## src/rtl/red_16_bit_pkg.sv

```systemverilog
// red_16_bit_pkg
// Shared constants for the WISC-F24 reduction (RED) unit: operand, byte and
// reduction-result widths, the RED opcode, and the sign-extension helper used
// to widen the 10-bit reduction result onto the 16-bit datapath.
package red_16_bit_pkg;

  localparam int unsigned DATA_W = 16;
  localparam int unsigned BYTE_W = 8;
  localparam int unsigned RED_W  = 10;

  // ALU opcode that selects the RED result
  localparam logic [3:0] OPC_RED = 4'b0011;

  // Sign-extend the reduction result from its top bit to the datapath width
  function automatic logic [DATA_W-1:0] sign_ext_red(input logic [RED_W-1:0] red);
    return {{(DATA_W - RED_W){red[RED_W-1]}}, red};
  endfunction

endpackage

```

## src/rtl/red_16_bit_cla_4bit.sv

```systemverilog
// cla_4bit
// 4-bit carry-lookahead adder slice. Slices are chained through cin/cout to
// build the wider adders of the reduction tree.
// Ports:
//   a, b : 4-bit addends
//   cin  : carry in
//   s    : 4-bit sum
//   cout : carry out
module cla_4bit (
  input  logic [3:0] a,
  input  logic [3:0] b,
  input  logic       cin,
  output logic [3:0] s,
  output logic       cout
);

  logic [3:0] g_s;
  logic [3:0] p_s;
  logic [4:0] c_s;

  // Generate/propagate terms and flattened lookahead carries
  always_comb begin
    g_s    = a & b;
    p_s    = a ^ b;
    c_s[0] = cin;
    c_s[1] = g_s[0] | (p_s[0] & cin);
    c_s[2] = g_s[1] | (p_s[1] & g_s[0]) | (p_s[1] & p_s[0] & cin);
    c_s[3] = g_s[2] | (p_s[2] & g_s[1]) | (p_s[2] & p_s[1] & g_s[0])
           | (p_s[2] & p_s[1] & p_s[0] & cin);
    c_s[4] = g_s[3] | (p_s[3] & g_s[2]) | (p_s[3] & p_s[2] & g_s[1])
           | (p_s[3] & p_s[2] & p_s[1] & g_s[0])
           | (p_s[3] & p_s[2] & p_s[1] & p_s[0] & cin);
    s      = p_s ^ c_s[3:0];
    cout   = c_s[4];
  end

endmodule

```

## src/rtl/red_16_bit.sv

```systemverilog
// red_16_bit
// Reduction unit of the WISC-F24 ALU: adds the high bytes and the low bytes of
// the two operands, adds those two 9-bit sums, sign-extends the 10-bit result
// from bit 9 and registers it with one cycle of latency.
// Optional feature macro: RED_16BIT_FLAGS_EN adds registered flag_n/flag_z.
// Ports:
//   clk       : rising-edge clock
//   rst       : synchronous active-high reset (priority over valid_in)
//   valid_in  : operands valid this cycle
//   a_in      : operand rs
//   b_in      : operand rt
//   sum_out   : registered, sign-extended reduction result (holds when idle)
//   valid_out : sum_out was updated on the last edge
//   flag_n    : (RED_16BIT_FLAGS_EN) sign of sum_out
//   flag_z    : (RED_16BIT_FLAGS_EN) sum_out is zero
module red_16_bit
  import red_16_bit_pkg::*;
(
  input  logic              clk,
  input  logic              rst,
  input  logic              valid_in,
  input  logic [DATA_W-1:0] a_in,
  input  logic [DATA_W-1:0] b_in,
  output logic [DATA_W-1:0] sum_out,
  output logic              valid_out
`ifdef RED_16BIT_FLAGS_EN
  ,
  output logic              flag_n,
  output logic              flag_z
`endif
);

  logic [BYTE_W:0]     hi_sum_s;
  logic [BYTE_W:0]     lo_sum_s;
  logic                hi_c_s;
  logic                lo_c_s;
  logic [11:0]         red_a_s;
  logic [11:0]         red_b_s;
  logic [11:0]         red_full_s;
  logic [1:0]          red_c_s;
  logic                red_cout_s;
  logic [2:0]          red_unused_s;
  logic [RED_W-1:0]    red_s;
  logic [DATA_W-1:0]   sum_nxt_s;

  // High-byte adder: two chained slices, carry lands in bit 8
  cla_4bit u_hi_lo (.a(a_in[11:8]),  .b(b_in[11:8]),  .cin(1'b0),   .s(hi_sum_s[3:0]), .cout(hi_c_s));
  cla_4bit u_hi_hi (.a(a_in[15:12]), .b(b_in[15:12]), .cin(hi_c_s), .s(hi_sum_s[7:4]), .cout(hi_sum_s[8]));

  // Low-byte adder
  cla_4bit u_lo_lo (.a(a_in[3:0]), .b(b_in[3:0]), .cin(1'b0),   .s(lo_sum_s[3:0]), .cout(lo_c_s));
  cla_4bit u_lo_hi (.a(a_in[7:4]), .b(b_in[7:4]), .cin(lo_c_s), .s(lo_sum_s[7:4]), .cout(lo_sum_s[8]));

  // Zero-extend both 9-bit sums to the three-slice width of the second level
  assign red_a_s = {3'b000, hi_sum_s};
  assign red_b_s = {3'b000, lo_sum_s};

  // Second level: 10 meaningful bits out of three slices
  cla_4bit u_red_0 (.a(red_a_s[3:0]),  .b(red_b_s[3:0]),  .cin(1'b0),       .s(red_full_s[3:0]),  .cout(red_c_s[0]));
  cla_4bit u_red_1 (.a(red_a_s[7:4]),  .b(red_b_s[7:4]),  .cin(red_c_s[0]), .s(red_full_s[7:4]),  .cout(red_c_s[1]));
  cla_4bit u_red_2 (.a(red_a_s[11:8]), .b(red_b_s[11:8]), .cin(red_c_s[1]), .s(red_full_s[11:8]), .cout(red_cout_s));

  // Sum never exceeds 0x3FC, so the top two slice bits and carry are always zero
  assign red_unused_s = {red_cout_s, red_full_s[11:10]};
  assign red_s        = red_full_s[RED_W-1:0];
  assign sum_nxt_s    = sign_ext_red(red_s);

  // Output register: reset clears, valid_in captures, otherwise hold the result
  always_ff @(posedge clk) begin
    if (rst) begin
      sum_out   <= 16'h0000;
      valid_out <= 1'b0;
`ifdef RED_16BIT_FLAGS_EN
      flag_n    <= 1'b0;
      flag_z    <= 1'b0;
`endif
    end else if (valid_in) begin
      sum_out   <= sum_nxt_s;
      valid_out <= 1'b1;
`ifdef RED_16BIT_FLAGS_EN
      flag_n    <= sum_nxt_s[DATA_W-1];
      flag_z    <= (sum_nxt_s == 16'h0000);
`endif
    end else begin
      valid_out <= 1'b0;
    end
  end

endmodule

```

## config.mk

```make
export PLATFORM = sky130hd
export DESIGN_NAME = red_16_bit
export DESIGN_NICKNAME = d
export VERILOG_FILES = /design/src/rtl/red_16_bit_pkg.sv /design/src/rtl/red_16_bit_cla_4bit.sv /design/src/rtl/red_16_bit.sv
export SDC_FILE = /design/constraint.sdc
export NUM_CORES = 1
export LEC_CHECK = 0
export ABC_AREA = 1
export CORE_MARGIN = 2
export CORE_UTILIZATION = 42
export DETAILED_ROUTE_END_ITERATION = 10
export PLACE_DENSITY = 0.88
export SLEW_MARGIN = 20
export SYNTH_ARGS = -nofsm -noshare
export SYNTH_HDL_FRONTEND = slang
export SYNTH_SLANG_ARGS = --single-unit
```

## constraint.sdc

```tcl
create_clock -name clk -period 3.4 [get_ports clk]
set_clock_uncertainty 0.05 [all_clocks]
set_input_delay 0.34 -clock clk [delete_from_list [all_inputs] [get_ports clk]]
set_output_delay 0.34 -clock clk [all_outputs]
set_load 0.1 [all_outputs]
```

==> results of run 1 <==
## routing by layer
layer  track usage  vias up
li1              -      700
met1         0.217      576
met2         0.257       39
met3       0.00840        7
met4        0.0901        0
met5             0        -
## placed cells by master (no fill, tap or decap), types with 2 or more instances in the layout
cell type	count
sky130_fd_sc_hd__clkdlybuf4s50_1	50
sky130_fd_sc_hd__inv_1	33
sky130_fd_sc_hd__nand2_1	33
sky130_fd_sc_hd__ha_1	23
sky130_fd_sc_hd__nor2_1	19
sky130_fd_sc_hd__dfxtp_1	11
sky130_fd_sc_hd__a21oi_1	8
sky130_fd_sc_hd__o21ai_0	8
sky130_fd_sc_hd__nand3_1	7
sky130_fd_sc_hd__xnor2_1	6
sky130_fd_sc_hd__fa_1	6
sky130_fd_sc_hd__buf_4	6
sky130_fd_sc_hd__nand3b_1	5
sky130_fd_sc_hd__nand2_2	4
sky130_fd_sc_hd__a21o_1	3
sky130_fd_sc_hd__xor2_1	3
sky130_fd_sc_hd__clkbuf_4	3
sky130_fd_sc_hd__and3_1	2
sky130_fd_sc_hd__a31oi_1	2
## cell type report
cell class                      count  area, um^2
Fill cell                         269        1100
Multi-Input combinational cell    136         990
Timing Repair Buffer               57         558
Sequential cell                    11         220
Inverter                           33         124
Tap cell                           44        55.1
Clock buffer                        4        26.3
## state kept, by name, indices dropped and copies added, names as in the netlist
register   cells
valid_out      1
sum_out       10
## metrics by stage
step | power, W | util | instance area, um^2 | setup WS, ns
after CTS | 0.000902 | 0.633 | 1950 | 0.126
after detailed placement | 0.000811 | 0.625 | 1920 | -0.164
after floorplan | 0.000652 | - | 1370 | 0.350
after global placement | 0.000795 | 0.625 | 1920 | -0.0860
after global routing | 0.000976 | 0.641 | 1970 | 0.0000662
final | 0.000905 | 0.641 | 1970 | 0.183
## where the power goes
group	internal, W	total, W	leakage, nW	switching, W
clock	0.0000456	0.0000907	0.0150	0.0000451
sequential	0.000150	0.000162	0.0915	0.0000117
combinational	0.000240	0.000652	0.906	0.000413
## cell families (layout without fill, tap and decap cells)
family	count (synthesis)	after routing	share of synthesized area
AND/OR/NAND/NOR	73	73	0.237
buffers and inverters	40	94	0.132
adder cells (fa/ha/maj)	31	31	0.322
AO/OA/AOI/OAI	23	23	0.0914
flip-flops	11	11	0.161
XOR/XNOR	9	9	0.0576
## worst max path at each step
stage | start | cells past startpoint | end | slack (ns)
floorplan | a_in[10] | 15 | sum_out[8] | 0.35
global placement | a_in[10] | 16 | sum_out[8] | -0.09
detailed placement | a_in[10] | 16 | sum_out[8] | -0.16
CTS | a_in[10] | 16 | sum_out[8] | 0.13
global route | b_in[10] | 16 | sum_out[8] | 0.00007
finish | b_in[2] | 16 | sum_out[8] | 0.18
## repair_timing
item / 4_1_cts / 5_1_grt
setup buffers: 0 / 0
resized for setup: 0 / 5
endpoints found under the setup margin: 0 / 2
## worst reg2reg max path, cell delays in order, from the launching register on
cell                      delay, ns
sky130_fd_sc_hd__dfxtp_1       0.32
sky130_fd_sc_hd__nor2_1        0.09
sky130_fd_sc_hd__nor2_1        0.05
sky130_fd_sc_hd__o21ai_1       0.08
sky130_fd_sc_hd__inv_1         0.05
==> flow_metrics.py, run 1 <==
metrics = {
    "setup_path": {
        "worstSetupPathType": "in2reg",
        "r2r_end": "sum_out[3]",
        "cp-start-kind": "input port",
        "cp_top_family": "adder cells",
        "regToRegSetupSlack_ns": 2.66,
        "crit_buf_inv": 1,
        "worstPathArrival_ns": 3.33,
        "rr_worst_depth": 4,
        "crit_path_capture_type": "flip-flop",
        "required_ns": 3.52,
        "crit-reg2reg-launch": "sum_out[3]",
        "critPathMaxFanout": 3,
        "timing.critical_path.slowest_stage_cell": "sky130_fd_sc_hd__fa_1",
        "critical-path-max-stage-delay_ns": 0.42,
        "worst_path_most_repeated_cell": "sky130_fd_sc_hd__nand2_1",
        "path_cells": "clkdlybuf4s50_1, ha_1, a21oi_1, nand2_1, nand2_1, nand2_1, fa_2, xor2_1, ha_1, nand3_1, and2_4, nand2_2, a21o_1, fa_1, nor2_1, nor2_1",
    },
    "logic_synthesis": {
        "yosys_register_bits": 11,
        "yosysTopAreaCell": "sky130_fd_sc_hd__ha_1",
        "ys_types": 22,
        "synth_seq_area_share": 0.161,
        "synth.top_cell.area_share": 0.219,
        "post_synthesis_instance_total": 187,
        "ys_top_cells_by_area": "sky130_fd_sc_hd__ha_1, sky130_fd_sc_hd__dfxtp_1, sky130_fd_sc_hd__fa_1",
        "synth-edff-count": 0,
        "synth.cell_area_mm2": 0.00137,
        "yosys_warnings": 0,
        "synth_fp_nets": 253,
        "dominantRegCellSynth": "sky130_fd_sc_hd__dfxtp_1",
        "most_common_library_cells_after_synthesis": "sky130_fd_sc_hd__inv_1, sky130_fd_sc_hd__nand2_1, sky130_fd_sc_hd__ha_1",
        "synth_async_sr_flop_share": 0,
        "syn_area_per_cell_um2": 7.32,
    },
    "timing": {
        "whs_ns": 0.464,
        "period_share": 0.946,
        "slew_headroom": 0.347,
        "worst-slew-pin-transition_ns": 0.977,
        "fin_setup_tns_ns": 0,
        "timing.final.hold_violations": 0,
        "period_minus_slack_ns": 3.22,
        "final_count_of_negative_setup_slack_endpoints": 0,
        "max_freq_ghz": 0.311,
        "final_max_slew_viol_count": 0,
        "unrepaired_setup_endpoints_after_global_routing": "no",
    },
    "min_path": {
        "min_path_type": "reg2reg",
        "holdPathStages": 2,
        "whs_endpoint": "sum_out[0]",
        "min_from": "sum_out[0]",
    },
    "global_route": {
        "largest_net_degree_at_the_start_of_global_routing": 16,
        "via_count_of_the_first_global_routing_pass": 1115,
        "grt_antenna_before_repair": 0,
        "globalRouteTotalUtil": 0.161,
        "overflow": 0,
        "first_pass_grt_wire_length_um": 4590,
    },
    "floorplan": {
        "die_height_um": 61.1,
        "initial_standard_cell_utilization_of_the_core": 0.445,
        "core-area_mm2": 0.00308,
        "floorplan.io_pins": 52,
        "dieWidth_um": 61.1,
        "floorplan.die_area_mm2": 0.00373,
        "placement_rows": 20,
    },
    "final_layout": {
        "nNetsFinal": 308,
        "fraction_of_final_layout_cells_with_drive_strength_greater_than_1": 0.0705,
        "diodes": 0,
        "areaGrowthSynthToFinish_pct": 44.1,
        "layoutNonFillerInstCount": 285,
    },
    "place": {
        "post_detail_place_hpwl_um": 2310,
        "port-buffer-count": 51,
        "gp_congestion": 0.803,
        "dp.cells": 281,
    },
    "clock_network": {
        "cts_made_buffers": 3,
        "insertion_delay_ns": 0.28,
        "ctsHtreeMaxLevel": 1,
        "cts-root-buf": "sky130_fd_sc_hd__clkbuf_4",
        "cts-root-to-sink-buffers": 2,
        "clock-sinks": 11,
        "clock_edge_transition_at_the_registers_on_the_reported_setup_and_hold_paths_ns": 0.07,
        "cts-hold-fix-buffers": 0,
        "cts_tree": "built",
    },
    "power_and_ir_drop": {
        "power.density_cell_area_mw_per_mm2": 459,
        "worst_ir_drop_vdd_v": 0.000139,
        "leakage_nw": 1.01,
    },
    "drt": {
        "vias": 1322,
        "met3_length_um": 127,
        "route.final.wire_length_um": 2630,
        "routedWlPerCell_um": 9.23,
        "met1Wirelength_um": 1200,
        "met2_wirelength_um": 1230,
        "drt_drc_violations_left": 0,
        "detail_route.first_pass.iterations": 4,
        "ant_nets": 0,
        "detailedRoute.firstIterationViolations": 43,
        "maxUsedRoutingLayer": "met4",
        "drt-vias-per-instance": 4.64,
    },
    "flow_run": {
        "drv_cap": 0,
    },
    "outcome": {
        "run_status": "finished clean",
    },
}
No activity file was read; power rests on OpenSTA's default activity.
==> run 2, diff against run 1 <==
--- a/config.mk
+++ b/config.mk
@@ -6,10 +6,10 @@
 export NUM_CORES = 1
 export LEC_CHECK = 0
 export ABC_AREA = 1
-export CORE_MARGIN = 2
 export CORE_UTILIZATION = 42
 export DETAILED_ROUTE_END_ITERATION = 10
-export PLACE_DENSITY = 0.88
+export MAX_ROUTING_LAYER = met4
+export PLACE_DENSITY = 0.77
 export SLEW_MARGIN = 20
 export SYNTH_ARGS = -nofsm -noshare
 export SYNTH_HDL_FRONTEND = slang
==> run 2 against run 1 <==
  * Core utilization decreased by 0.49 points
  * Final area decreased by 0.76%
  * Register-to-register slack about the same
  * Sequential power about the same
  * Fmax increased by 0.34%
  * Via count decreased by 2.0%
  * Setup slack improved by 0.011 ns
  * Die area decreased by 6.4%
  * Flip-flop and latch count unchanged
  * Critical path depth unchanged
  * Sequential share of layout area increased by 0.086 points
==> flow_metrics.py, run 2 (synthesized netlist as in run 1, its figures left out) <==
metrics = {
    "timing": {
        "timing.final.hold_violations": 0,
        "final_count_of_negative_setup_slack_endpoints": 0,
        "final_max_slew_viol_count": 0,
        "period_minus_slack_ns": 3.21,
        "unrepaired_setup_endpoints_after_global_routing": "no",
        "worst-slew-pin-transition_ns": 0.972,
        "whs_ns": 0.461,
        "max_freq_ghz": 0.312,
        "slew_headroom": 0.350,
        "period_share": 0.943,
    },
    "final_layout": {
        "diodes": 0,
        "layoutNonFillerInstCount": 285,
        "nNetsFinal": 308,
        "largest_register_ff_count": 10,
        "fraction_of_final_layout_cells_with_drive_strength_greater_than_1": 0.0664,
        "mostFrequentLayoutCell": "sky130_fd_sc_hd__clkdlybuf4s50_1",
        "design_area_mm2": 0.00196,
        "top_register": "sum_out",
        "biggestRegsByFlops": "sum_out x10, valid_out x1",
        "most-common-layout-cells": "sky130_fd_sc_hd__clkdlybuf4s50_1, sky130_fd_sc_hd__inv_1, sky130_fd_sc_hd__nand2_1, sky130_fd_sc_hd__ha_1, sky130_fd_sc_hd__nor2_1",
        "areaGrowthSynthToFinish_pct": 43.1,
    },
    "power_and_ir_drop": {
        "netSwitchingFraction": 0.518,
        "comb_power_share": 0.722,
        "worst_ir_drop_vdd_v": 0.000158,
        "leakage_nw": 1.00,
        "report.power.total_w": 0.000899,
        "clkPwrFrac": 0.098,
        "switching_power_w": 0.000466,
        "cellInternalPower_w": 0.000433,
        "power.density_cell_area_mw_per_mm2": 459,
        "p_seq_frac": 0.180,
    },
    "setup_path": {
        "cp_top_family": "adder cells",
        "critPathMaxFanout": 3,
        "path_cells": "clkdlybuf4s50_1, ha_1, a21oi_1, nand2_1, nand2_1, nand2_2, fa_1, xor2_1, ha_1, nand3_1, and2_4, nand2_2, a21o_1, fa_1, nor2_1, nor2_1",
        "critical-path-max-stage-delay_ns": 0.42,
        "worstPathArrival_ns": 3.32,
        "required_ns": 3.51,
        "worstSetupPathType": "in2reg",
        "cp-start-kind": "input port",
        "timing.critical_path.slowest_stage_cell": "sky130_fd_sc_hd__fa_1",
        "crit_path_capture_type": "flip-flop",
        "crit_buf_inv": 1,
    },
    "drt": {
        "ant_nets": 0,
        "route.final.wire_length_um": 2470,
        "detail_route.first_pass.iterations": 4,
        "vias": 1296,
        "drt_drc_violations_left": 0,
        "detailedRoute.firstIterationViolations": 36,
        "drt-vias-per-instance": 4.55,
        "routedWlPerCell_um": 8.66,
    },
    "global_route": {
        "largest_net_degree_at_the_start_of_global_routing": 16,
        "via_count_of_the_first_global_routing_pass": 1131,
        "grt_antenna_before_repair": 0,
        "globalRouteTotalUtil": 0.162,
        "overflow": 0,
        "first_pass_grt_wire_length_um": 4360,
    },
    "clock_network": {
        "cts_tree": "built",
        "ctsHtreeMaxLevel": 1,
        "cts_made_buffers": 3,
        "clock-sinks": 11,
        "insertion_delay_ns": 0.27,
        "clock_edge_transition_at_the_registers_on_the_reported_setup_and_hold_paths_ns": 0.07,
        "cts-root-buf": "sky130_fd_sc_hd__clkbuf_4",
        "post-cts-setup-buffers": 0,
        "cts-root-to-sink-buffers": 2,
    },
    "place": {
        "post_detail_place_hpwl_um": 2190,
        "port-buffer-count": 51,
        "gp_congestion": 0.771,
        "dp.cells": 281,
        "postPlaceCellArea_mm2": 0.00192,
    },
    "floorplan": {
        "die_height_um": 59.1,
        "initial_standard_cell_utilization_of_the_core": 0.445,
        "floorplan.io_pins": 52,
        "floorplan.die_area_mm2": 0.00349,
        "core-area_mm2": 0.00308,
        "placement_rows": 20,
        "dieWidth_um": 59.1,
    },
    "min_path": {
        "min_path_type": "reg2reg",
    },
    "outcome": {
        "run_status": "finished clean",
    },
    "flow_run": {
        "drv_cap": 0,
    },
}
[run 2: power groups by stage]
stage	sequential (W)	combinational, W	clock, W
2_1_floorplan	0.000316	0.000336	0
3_3_place_gp	0.000164	0.000634	0
3_5_place_dp	0.000165	0.000644	0
4_1_cts	0.000162	0.000648	0.0000896
5_1_grt	0.000165	0.000708	0.0000950
6_report	0.000162	0.000649	0.0000885
[run 2: through the flow]
stage,utilization,TNS [ns],worst slack [ns]
6_report,0.636,0,0.194
5_1_grt,0.636,0,0.00758
4_1_cts,0.633,0,0.123
3_5_place_dp,0.625,-0.247,-0.165
3_3_place_gp,0.625,-0.181,-0.114
2_1_floorplan,-,0,0.350
[run 2: routing by layer]
layer	track usage	vias up	wire (um)
li1	-	699	-
met2	0.289	35	1150
met1	0.200	560	1210
met4	0.0306	0	22
met3	0.0131	2	79
met5	-	-	0
[run 2: cell type report]
| class | count | area, um^2 |
|---|---|---|
| repair buffers | 57 | 556 |
| clock buffers | 4 | 26.3 |
| multi-input cells | 136 | 977 |
| fillers | 276 | 1120 |
| well taps | 44 | 55.1 |
| flip-flops and latches | 11 | 220 |
| inverters | 33 | 124 |
[run 2: path summary, 6_finish.rpt]
check,from,endpoint,slack [ns],cells past startpoint
worst max-delay path,b_in[10],sum_out[8],0.19,16
worst min-delay path,sum_out[6],sum_out[6],0.46,2
worst max register to register,sum_out[9],sum_out[9],2.65,2
worst min register to register,sum_out[6],sum_out[6],0.46,2
[run 2: what timing repair did]
action                                  CTS  global route
endpoints found under the setup margin    0             2
hold buffers                              0             0
gates resized for setup                   0             3
[run 2: worst reg2reg max path: stages, from the launching register on]
cell and delay, ns:
sky130_fd_sc_hd__dfxtp_1 0.43, sky130_fd_sc_hd__o21ai_0 0.12, sky130_fd_sc_hd__nor2_1 0.10
==> run 3, diff against run 2 <==
--- a/config.mk
+++ b/config.mk
@@ -6,11 +6,13 @@
 export NUM_CORES = 1
 export LEC_CHECK = 0
 export ABC_AREA = 1
+export CORE_MARGIN = 10
 export CORE_UTILIZATION = 42
 export DETAILED_ROUTE_END_ITERATION = 10
 export MAX_ROUTING_LAYER = met4
-export PLACE_DENSITY = 0.77
+export PLACE_DENSITY = 0.73
 export SLEW_MARGIN = 20
 export SYNTH_ARGS = -nofsm -noshare
 export SYNTH_HDL_FRONTEND = slang
+export SYNTH_HIERARCHICAL = 1
 export SYNTH_SLANG_ARGS = --single-unit
==> run 3 against run 2 <==
  * Final cell count rose by 29%
  * Count of clock-buffer cells in the layout did not move
  * Hold slack got worse by 0.043 ns
  * Sequential share of layout area fell by 2.1 points
==> flow_metrics.py, run 3 <==
metrics = {
    "outcome": {
        "run_status": "finished clean",
    },
    "clock_network": {
        "ctsHtreeMaxLevel": 1,
        "clock-sinks": 11,
        "cts-root-to-sink-buffers": 2,
        "cts_tree": "built",
        "clock_edge_transition_at_the_registers_on_the_reported_setup_and_hold_paths_ns": 0.05,
        "cts-root-buf": "sky130_fd_sc_hd__clkbuf_8",
        "insertion_delay_ns": 0.24,
        "cts-hold-fix-buffers": 0,
        "cts_made_buffers": 3,
    },
    "timing": {
        "worst-slew-pin-transition_ns": 0.975,
        "slew_headroom": 0.348,
        "whs_ns": 0.417,
        "max_freq_ghz": 0.314,
        "final_max_slew_viol_count": 0,
        "final_count_of_negative_setup_slack_endpoints": 0,
        "timing.final.hold_violations": 0,
        "period_share": 0.936,
        "period_minus_slack_ns": 3.18,
    },
    "min_path": {
        "min_path_type": "reg2reg",
    },
    "drt": {
        "drt-vias-per-instance": 4.42,
        "maxUsedRoutingLayer": "met4",
        "route.final.wire_length_um": 3680,
        "met1Wirelength_um": 1670,
        "vias": 1626,
        "detailedRoute.firstIterationViolations": 67,
        "met3_length_um": 248,
        "met2_wirelength_um": 1700,
        "ant_nets": 0,
        "detail_route.first_pass.iterations": 4,
        "routedWlPerCell_um": 9.99,
        "drt_drc_violations_left": 0,
    },
    "setup_path": {
        "required_ns": 3.48,
        "crit_path_capture_type": "flip-flop",
        "critPathMaxFanout": 3,
        "worstSetupPathType": "in2reg",
        "cp-start-kind": "input port",
        "worstPathArrival_ns": 3.27,
    },
    "place": {
        "port-buffer-count": 51,
        "postPlaceCellArea_mm2": 0.00228,
        "gp_congestion": 0.803,
        "dp.cells": 364,
        "post_detail_place_hpwl_um": 3150,
    },
    "final_layout": {
        "areaGrowthSynthToFinish_pct": 50.2,
        "nNetsFinal": 388,
        "fraction_of_final_layout_cells_with_drive_strength_greater_than_1": 0.141,
        "layoutNonFillerInstCount": 368,
        "largest_register_ff_count": 10,
        "design_area_mm2": 0.00242,
        "diodes": 0,
        "top_register": "sum_out",
        "postLayoutCoreUtil": 0.656,
        "most-common-layout-cells": "sky130_fd_sc_hd__nand2_1, sky130_fd_sc_hd__clkdlybuf4s50_1, sky130_fd_sc_hd__inv_1, sky130_fd_sc_hd__ha_1",
        "biggestRegsByFlops": "sum_out x10, valid_out x1",
        "mostFrequentLayoutCell": "sky130_fd_sc_hd__nand2_1",
        "fill_count": 343,
    },
    "floorplan": {
        "die_height_um": 81.9,
        "initial_standard_cell_utilization_of_the_core": 0.437,
        "placement_rows": 22,
        "floorplan.io_pins": 52,
        "dieWidth_um": 81.9,
        "floorplan.die_area_mm2": 0.00671,
        "core-area_mm2": 0.00369,
    },
    "global_route": {
        "first_pass_grt_wire_length_um": 6200,
        "grt_antenna_before_repair": 0,
        "largest_net_degree_at_the_start_of_global_routing": 22,
        "overflow": 0,
        "via_count_of_the_first_global_routing_pass": 1541,
        "globalRouteTotalUtil": 0.114,
    },
    "logic_synthesis": {
        "post_synthesis_instance_total": 246,
        "synth.cell_area_mm2": 0.00161,
        "yosys_warnings": 6,
        "syn_area_per_cell_um2": 6.55,
    },
    "power_and_ir_drop": {
        "power.density_cell_area_mw_per_mm2": 466,
        "worst_ir_drop_vdd_v": 0.000158,
        "leakage_nw": 1.28,
    },
    "flow_run": {
        "drv_cap": 0,
    },
}
==> run 3: stage by stage <==
stage               power [W]  setup slack, ns  setup TNS, ns
CTS                   0.00109           0.0640              0
finish                0.00113            0.216              0
detailed placement   0.000954           -0.168         -0.260
global route          0.00124          -0.0272        -0.0328
global placement     0.000942           -0.110         -0.142
floorplan            0.000759            0.343              0
==> run 3: what timing repair did <==
| action | in CTS | in global routing |
|---|---|---|
| setup endpoints to repair | 0 | 2 |
| buffers inserted | 0 | 0 |
| resized for setup | 0 | 19 |
==> run 3: final timing paths <==
| check | start | cells past startpoint | end | slack, ns |
|---|---|---|---|---|
| hold reg to reg | sum_out[0] | 2 | sum_out[0] | 0.42 |
| hold / removal | sum_out[0] | 2 | sum_out[0] | 0.42 |
| setup / recovery | b_in[1] | 19 | sum_out[9] | 0.22 |
| setup reg to reg | sum_out[9] | 2 | sum_out[9] | 2.67 |
==> run 3: critical path, cell delays in order <==
cell	delay, ns
sky130_fd_sc_hd__clkdlybuf4s50_1	0.40
sky130_fd_sc_hd__ha_1	0.32
sky130_fd_sc_hd__nand2_2	0.10
sky130_fd_sc_hd__nand3_2	0.09
sky130_fd_sc_hd__nand3_1	0.08
sky130_fd_sc_hd__nand2_2	0.07
sky130_fd_sc_hd__fa_2	0.36
sky130_fd_sc_hd__xor2_2	0.20
sky130_fd_sc_hd__ha_4	0.27
sky130_fd_sc_hd__nand2_2	0.07
sky130_fd_sc_hd__nand3_2	0.08
sky130_fd_sc_hd__nand3_1	0.08
sky130_fd_sc_hd__nand2_2	0.07
sky130_fd_sc_hd__fa_2	0.35
sky130_fd_sc_hd__xor2_1	0.16
sky130_fd_sc_hd__inv_1	0.05
sky130_fd_sc_hd__nand2_1	0.04
sky130_fd_sc_hd__nand2_1	0.08
sky130_fd_sc_hd__nor2_1	0.04
==> run 3: report_power, final <==
group | switching, W | internal, W | total, W
logic | 0.000520 | 0.000313 | 0.000833
registers | 0.0000123 | 0.000151 | 0.000164
clock network | 0.0000490 | 0.0000823 | 0.000131
==> run 3: final cells by class <==
type                    count  area (um^2)  share of cell area
inverters                  38          143              0.0590
repair buffers             68          643               0.266
flip-flops and latches     11          220              0.0911
well taps                  48         60.1              0.0248
multi-input cells         199         1310               0.541
clock buffers               4         45.0              0.0186
==> run 3: routing by layer <==
metal / GRT usage / vias to the layer above
met4: 0.0459 / 0
li1: - / 909
met5: - / -
met2: 0.184 / 38
met1: 0.135 / 674
met3: 0.0218 / 5
